## src/rtl/leaf_port_buffer.sv

```systemverilog
`default_nettype none
// ============================================================================
// Module   : leaf_port_buffer
// Brief    : Per-port FWFT elastic buffers between leaf interface and kernel,
//            with outbound hold and per-channel transfer counters.
// Revision : 1.0
// ============================================================================

module leaf_port_buffer_fifo #(
    parameter int WIDTH    = 32,
    parameter int DEPTH    = 4,
    parameter int CNT_BITS = 16
) (
    input  logic                clk_i,
    input  logic                reset_i,
    input  logic                vld_mask_i,
    input  logic [WIDTH-1:0]    up_data_i,
    input  logic                up_vld_i,
    output logic                up_ack_o,
    output logic [WIDTH-1:0]    dn_data_o,
    output logic                dn_vld_o,
    input  logic                dn_ack_i,
    output logic [CNT_BITS-1:0] count_o
);
    localparam int          AW     = (DEPTH > 1) ? $clog2(DEPTH) : 1;
    localparam logic [AW:0] C_FULL = (AW+1)'(DEPTH);

    logic [WIDTH-1:0]    mem_q [DEPTH];
    logic [AW-1:0]       wr_ptr_q, wr_ptr_d;
    logic [AW-1:0]       rd_ptr_q, rd_ptr_d;
    logic [AW:0]         occ_q, occ_d;
    logic [CNT_BITS-1:0] cnt_q, cnt_d;
    logic                w_push;
    logic                w_pop;

    // Handshake outputs depend only on registered occupancy, never on dn_ack_i.
    assign up_ack_o  = (occ_q != C_FULL) && !reset_i;
    assign dn_vld_o  = (occ_q != '0) && !reset_i && !vld_mask_i;
    assign w_push    = up_vld_i && up_ack_o;
    assign w_pop     = dn_vld_o && dn_ack_i;
    assign dn_data_o = dn_vld_o ? mem_q[rd_ptr_q] : '0;
    assign count_o   = reset_i ? '0 : cnt_q;

    always_comb begin
        wr_ptr_d = wr_ptr_q;
        rd_ptr_d = rd_ptr_q;
        occ_d    = occ_q;
        cnt_d    = cnt_q;
        if (w_push) begin
            wr_ptr_d = wr_ptr_q + 1'b1;
        end
        if (w_pop) begin
            rd_ptr_d = rd_ptr_q + 1'b1;
            cnt_d    = cnt_q + 1'b1;
        end
        case ({w_push, w_pop})
            2'b10:   occ_d = occ_q + 1'b1;
            2'b01:   occ_d = occ_q - 1'b1;
            default: occ_d = occ_q;
        endcase
    end

    always_ff @(posedge clk_i) begin
        if (reset_i) begin
            wr_ptr_q <= '0;
            rd_ptr_q <= '0;
            occ_q    <= '0;
            cnt_q    <= '0;
        end else begin
            wr_ptr_q <= wr_ptr_d;
            rd_ptr_q <= rd_ptr_d;
            occ_q    <= occ_d;
            cnt_q    <= cnt_d;
        end
    end

    // Storage needs no reset: stale entries are unreachable once occupancy clears.
    always_ff @(posedge clk_i) begin
        if (w_push) begin
            mem_q[wr_ptr_q] <= up_data_i;
        end
    end
endmodule

module leaf_port_buffer #(
    parameter int NUM_IN_PORTS  = 3,
    parameter int NUM_OUT_PORTS = 3,
    parameter int PAYLOAD_BITS  = 32,
    parameter int FIFO_DEPTH    = 4,
    parameter int CNT_BITS      = 16
) (
    input  logic                                  clk_user,
    input  logic                                  reset,
    input  logic                                  hold,
    input  logic [NUM_IN_PORTS*PAYLOAD_BITS-1:0]  dout_leaf_interface2user,
    input  logic [NUM_IN_PORTS-1:0]               vld_interface2user,
    output logic [NUM_IN_PORTS-1:0]               ack_user2interface,
    output logic [NUM_IN_PORTS*PAYLOAD_BITS-1:0]  dout_buf2user,
    output logic [NUM_IN_PORTS-1:0]               vld_buf2user,
    input  logic [NUM_IN_PORTS-1:0]               ack_user2buf,
    output logic [NUM_OUT_PORTS*PAYLOAD_BITS-1:0] din_leaf_user2interface,
    output logic [NUM_OUT_PORTS-1:0]              vld_user2interface,
    input  logic [NUM_OUT_PORTS-1:0]              ack_interface2user,
    input  logic [NUM_OUT_PORTS*PAYLOAD_BITS-1:0] din_user2buf,
    input  logic [NUM_OUT_PORTS-1:0]              vld_user2buf,
    output logic [NUM_OUT_PORTS-1:0]              ack_buf2user,
    output logic [NUM_IN_PORTS*CNT_BITS-1:0]      in_count,
    output logic [NUM_OUT_PORTS*CNT_BITS-1:0]     out_count
);
    for (genvar k = 0; k < NUM_IN_PORTS; k++) begin : g_in
        leaf_port_buffer_fifo #(
            .WIDTH    (PAYLOAD_BITS),
            .DEPTH    (FIFO_DEPTH),
            .CNT_BITS (CNT_BITS)
        ) u_fifo (
            .clk_i      (clk_user),
            .reset_i    (reset),
            .vld_mask_i (1'b0),
            .up_data_i  (dout_leaf_interface2user[k*PAYLOAD_BITS +: PAYLOAD_BITS]),
            .up_vld_i   (vld_interface2user[k]),
            .up_ack_o   (ack_user2interface[k]),
            .dn_data_o  (dout_buf2user[k*PAYLOAD_BITS +: PAYLOAD_BITS]),
            .dn_vld_o   (vld_buf2user[k]),
            .dn_ack_i   (ack_user2buf[k]),
            .count_o    (in_count[k*CNT_BITS +: CNT_BITS])
        );
    end

    // Hold masks interface-side valid, which also suppresses outbound pops.
    for (genvar k = 0; k < NUM_OUT_PORTS; k++) begin : g_out
        leaf_port_buffer_fifo #(
            .WIDTH    (PAYLOAD_BITS),
            .DEPTH    (FIFO_DEPTH),
            .CNT_BITS (CNT_BITS)
        ) u_fifo (
            .clk_i      (clk_user),
            .reset_i    (reset),
            .vld_mask_i (hold),
            .up_data_i  (din_user2buf[k*PAYLOAD_BITS +: PAYLOAD_BITS]),
            .up_vld_i   (vld_user2buf[k]),
            .up_ack_o   (ack_buf2user[k]),
            .dn_data_o  (din_leaf_user2interface[k*PAYLOAD_BITS +: PAYLOAD_BITS]),
            .dn_vld_o   (vld_user2interface[k]),
            .dn_ack_i   (ack_interface2user[k]),
            .count_o    (out_count[k*CNT_BITS +: CNT_BITS])
        );
    end
endmodule
`default_nettype wire

```

## config.mk

```make
export PLATFORM = sky130hd
export DESIGN_NAME = leaf_port_buffer
export DESIGN_NICKNAME = d
export VERILOG_FILES = /design/src/rtl/leaf_port_buffer.sv
export SDC_FILE = /design/constraint.sdc
export NUM_CORES = 1
export LEC_CHECK = 0
export CAP_MARGIN = 40
export CORE_MARGIN = 2
export CORE_UTILIZATION = 55
export DETAILED_ROUTE_END_ITERATION = 7
export HOLD_SLACK_MARGIN = 0.06
export PLACE_DENSITY = 0.86
export RECOVER_POWER = 50
export SYNTH_ARGS = -nofsm -noshare
export SYNTH_HDL_FRONTEND = slang
export SYNTH_SLANG_ARGS = --single-unit
```

## constraint.sdc

```tcl
create_clock -name clk_user -period 3.7 [get_ports clk_user]
set_input_delay 0.74 -clock clk_user [delete_from_list [all_inputs] [get_ports clk_user]]
set_output_delay 0.74 -clock clk_user [all_outputs]
set_load 0.02 [all_outputs]
```

==> flow_metrics.py <==
metrics = {
    "finish": {
        "multi_input_area_sq_um": 9852,
        "final_cell_mix": "edfxtp_1, clkdlybuf4s50_1, dlygate4sd3_1",
        "layout.nets": 2945,
        "syn2layout_area_growth_pct": 24.97,
        "seq_area_sq_um": 26080,
        "utilization_pct": 69.63,
        "fillers": 3942,
        "final_common_cell": "edfxtp_1",
        "layout-drive-gt1-share_pct": 15.24,
    },
    "drt": {
        "drt-initial-drc-count": 1941,
        "drt-pass1-iter-count": 5,
        "wl_per_cell_microns": 24.02,
        "drc": 0,
        "route.detailed.vias_per_inst": 5.822,
        "vias": 21220,
        "routed_wl_microns": 87560,
        "antenna_left": 0,
    },
    "power": {
        "comb_power_share_pct": 8.4,
        "p_leak_nw": 15.23,
        "p_switching_mw": 4.925,
        "switching_share_pct": 22.03,
        "seq_power_share_pct": 52.0,
        "intPower_mw": 17.43,
        "power_frac_clock_pct": 39.7,
        "ir_drop_uv": 392.5,
        "power_density_nw_per_um2": 487.5,
    },
    "floorplanning": {
        "initial_utilization_pct": 55.72,
        "die_w_microns": 262.3,
        "die_area_sq_um": 68800,
        "die_h_microns": 262.3,
        "core_area_sq_um": 65860,
        "fp-row-count": 94,
        "ioPinCount": 507,
    },
    "logic_synthesis": {
        "yosysUniqueCellTypes": 43,
        "ys_warn_count": 0,
        "synth-edff-count": 768,
        "synth_flop_cell": "edfxtp_1",
        "synthCells": 2149,
        "syn_nets": 2398,
        "ys_seq_area_share_pct": 71.03,
        "syn_avg_cell_area_sq_um": 17.08,
        "synth_largest_area_cell": "edfxtp_1",
        "synth_top_area_share_pct": 62.85,
        "synth_area_leaders": "edfxtp_1, mux4_2, dfxtp_1",
        "synthArstFlopShare_pct": 0,
        "ys_ff_latch": 918,
        "syn_area_sq_um": 36700,
    },
    "setup_path": {
        "slowest_delay_ns": 0.72,
        "critPathCaptureType": "primary output",
        "arrival_ns": 2.95,
        "crit_path_start_kind": "input port",
        "worstPathRequired_ns": 2.96,
        "crit_family": "buffers and inverters",
        "slowest_stage": "dlygate4sd3_1",
        "critical_path.max_fanout": 74,
        "cp_num_buf_inv": 3,
        "critical_path_class": "in -> out",
        "path_cells": "dlygate4sd3_1 -> nor2_4 -> buf_12 -> and3_1 -> clkdlybuf4s50_1",
    },
    "sta": {
        "period_needed_ns": 3.686,
        "drv_slew": 0,
        "fin_worst_skew_ns": 0.02898,
        "rsz0062_at_grt": "no",
        "hold_viol_final": 0,
        "clock.fmax_mhz": 271.3,
        "finalSetupViolCount": 0,
        "finalSetupTns_ns": 0,
        "timing.final.crit_share_pct": 99.61,
        "worstMarginPinSlew_ns": 1.018,
        "max-slew-margin-rel_pct": 32.12,
    },
    "clocking": {
        "htreeDepth": 3,
        "clk_latency_ns": 0.65,
        "clkTransAtPathRegs_ns": 0.06,
        "cts_sinks": 918,
        "cts_tree": "done",
        "hold_buffers": 0,
        "clock_path_buffers": 3,
        "cts_inserted_buffers": 91,
        "cts_setup_buffers": 0,
        "cts_root_buf": "clkbuf_16",
    },
    "global_route": {
        "track_usage_pct": 25.09,
        "grt_pass1_vias": 22160,
        "grt_start_max_net_pins": 75,
        "antenna_found_initial": 16,
        "grt_pass1_wl_microns": 132800,
        "grt_overflow": 0,
    },
    "hold_path": {
        "hold_path.class": "reg -> reg",
    },
    "placed_design": {
        "gp_congestion": 0.8326,
        "dp_hpwl_microns": 56670,
        "io_buffer_count": 506,
    },
    "run_status": {
        "status": "finished, final reports clean",
    },
    "run": {
        "drv_cap": 0,
    },
}
[kinds of logic after synthesis]
logic type | Yosys count | share of synthesized area [%]
AO/OA/AOI/OAI | 87 | 1.323
XOR/XNOR | 63 | 1.504
adder cells (fa/ha/maj) | 42 | 1.555
buffers and inverters | 189 | 2.145
flip-flops | 918 | 71.03
multiplexers | 227 | 12.85
AND/OR/NAND/NOR | 623 | 9.598
[layout make-up]
class	count	area share, %
timing repair buffer	572	12.36
antenna	12	0.06548
multi-input combinational	1042	21.48
sequential	918	56.86
tap	864	2.357
inverter	71	0.5811
clock buffer	126	5.514
clock inverter	40	0.7830
[timing repair]
action	in CTS	in global routing
setup endpoints to repair	3	6
gates cloned	0	0
gates resized for setup	1	1
[per-layer routing]
layer	vias to the layer above	part of all wire [%]	GRT usage, %
li1	9345	-	-
met1	10730	37	31.08
met2	940	52	43.14
met3	194	7.5	5.369
met4	12	3.6	10.18
met5	-	0.089	0
[registers in the layout, indices dropped and copies added, names as in the netlist, 9 cells and up, named ones only]
register,cells
g_in.u_fifo.cnt_q,48
g_in.u_fifo.mem_q,384
g_in.u_fifo.occ_q,9
g_out.u_fifo.cnt_q,48
g_out.u_fifo.mem_q,384
g_out.u_fifo.occ_q,9
[worst reg2reg max path, cell delays in order, from the launching register on]
cell and delay (ns):
dfxtp_1 0.42, or3_1 0.38, buf_16 0.22, nand2_1 0.16, inv_1 0.21, ha_1 0.21
inv_1 0.07, fa_1 0.43, xor2_1 0.17, or3_1 0.32, a21oi_1 0.14
[power groups by stage]
| stage | sequential (mW) | combinational, mW | clock, mW |
|---|---|---|---|
| after floorplan | 11.8 | 1.02 | 0 |
| after global placement | 11.8 | 1.80 | 0 |
| after detailed placement | 11.8 | 1.89 | 0 |
| after CTS | 11.6 | 1.92 | 9.02 |
| after global routing | 11.6 | 1.99 | 9.41 |
| final | 11.6 | 1.87 | 8.87 |
[cells in the mapped netlist, types with 37 or more instances]
cell      number
edfxtp_1     768
mux4_2       192
dfxtp_1      150
nor2_1       125
nor2b_1      110
and3_1       105
and2_1        93
clkbuf_1      72
inv_1         71
nand2_1       40
a21oi_1       37
[worst paths after layout]
check                            from                          to  slack (ns)  depth (start not counted)
min reg2reg   g_in[1].u_fifo.cnt_q[5]     g_in[1].u_fifo.cnt_q[5]        0.47                          1
max                              hold  din_leaf_user2interface[4]        0.01                          5
min           g_in[1].u_fifo.cnt_q[5]     g_in[1].u_fifo.cnt_q[5]        0.47                          1
max reg2reg  g_out[2].u_fifo.occ_q[2]    g_out[2].u_fifo.occ_q[2]        0.92                         10
[through the flow]
step	setup slack [ns]	std cells	power [mW]	cell area, sq um	hold WS [ns]
global placement	0.1421	3463	13.60	42930	0.4399
global route	0.003255	3643	23.03	45850	0.5065
floorplan	0.8152	2149	12.80	36700	0.4256
CTS	0.03656	3631	22.55	45850	0.4759
detailed placement	0.004358	3465	13.72	42960	0.4671
finish	0.01444	3645	22.35	45860	0.4704
Note: power is estimated with default switching activity, not from simulation.
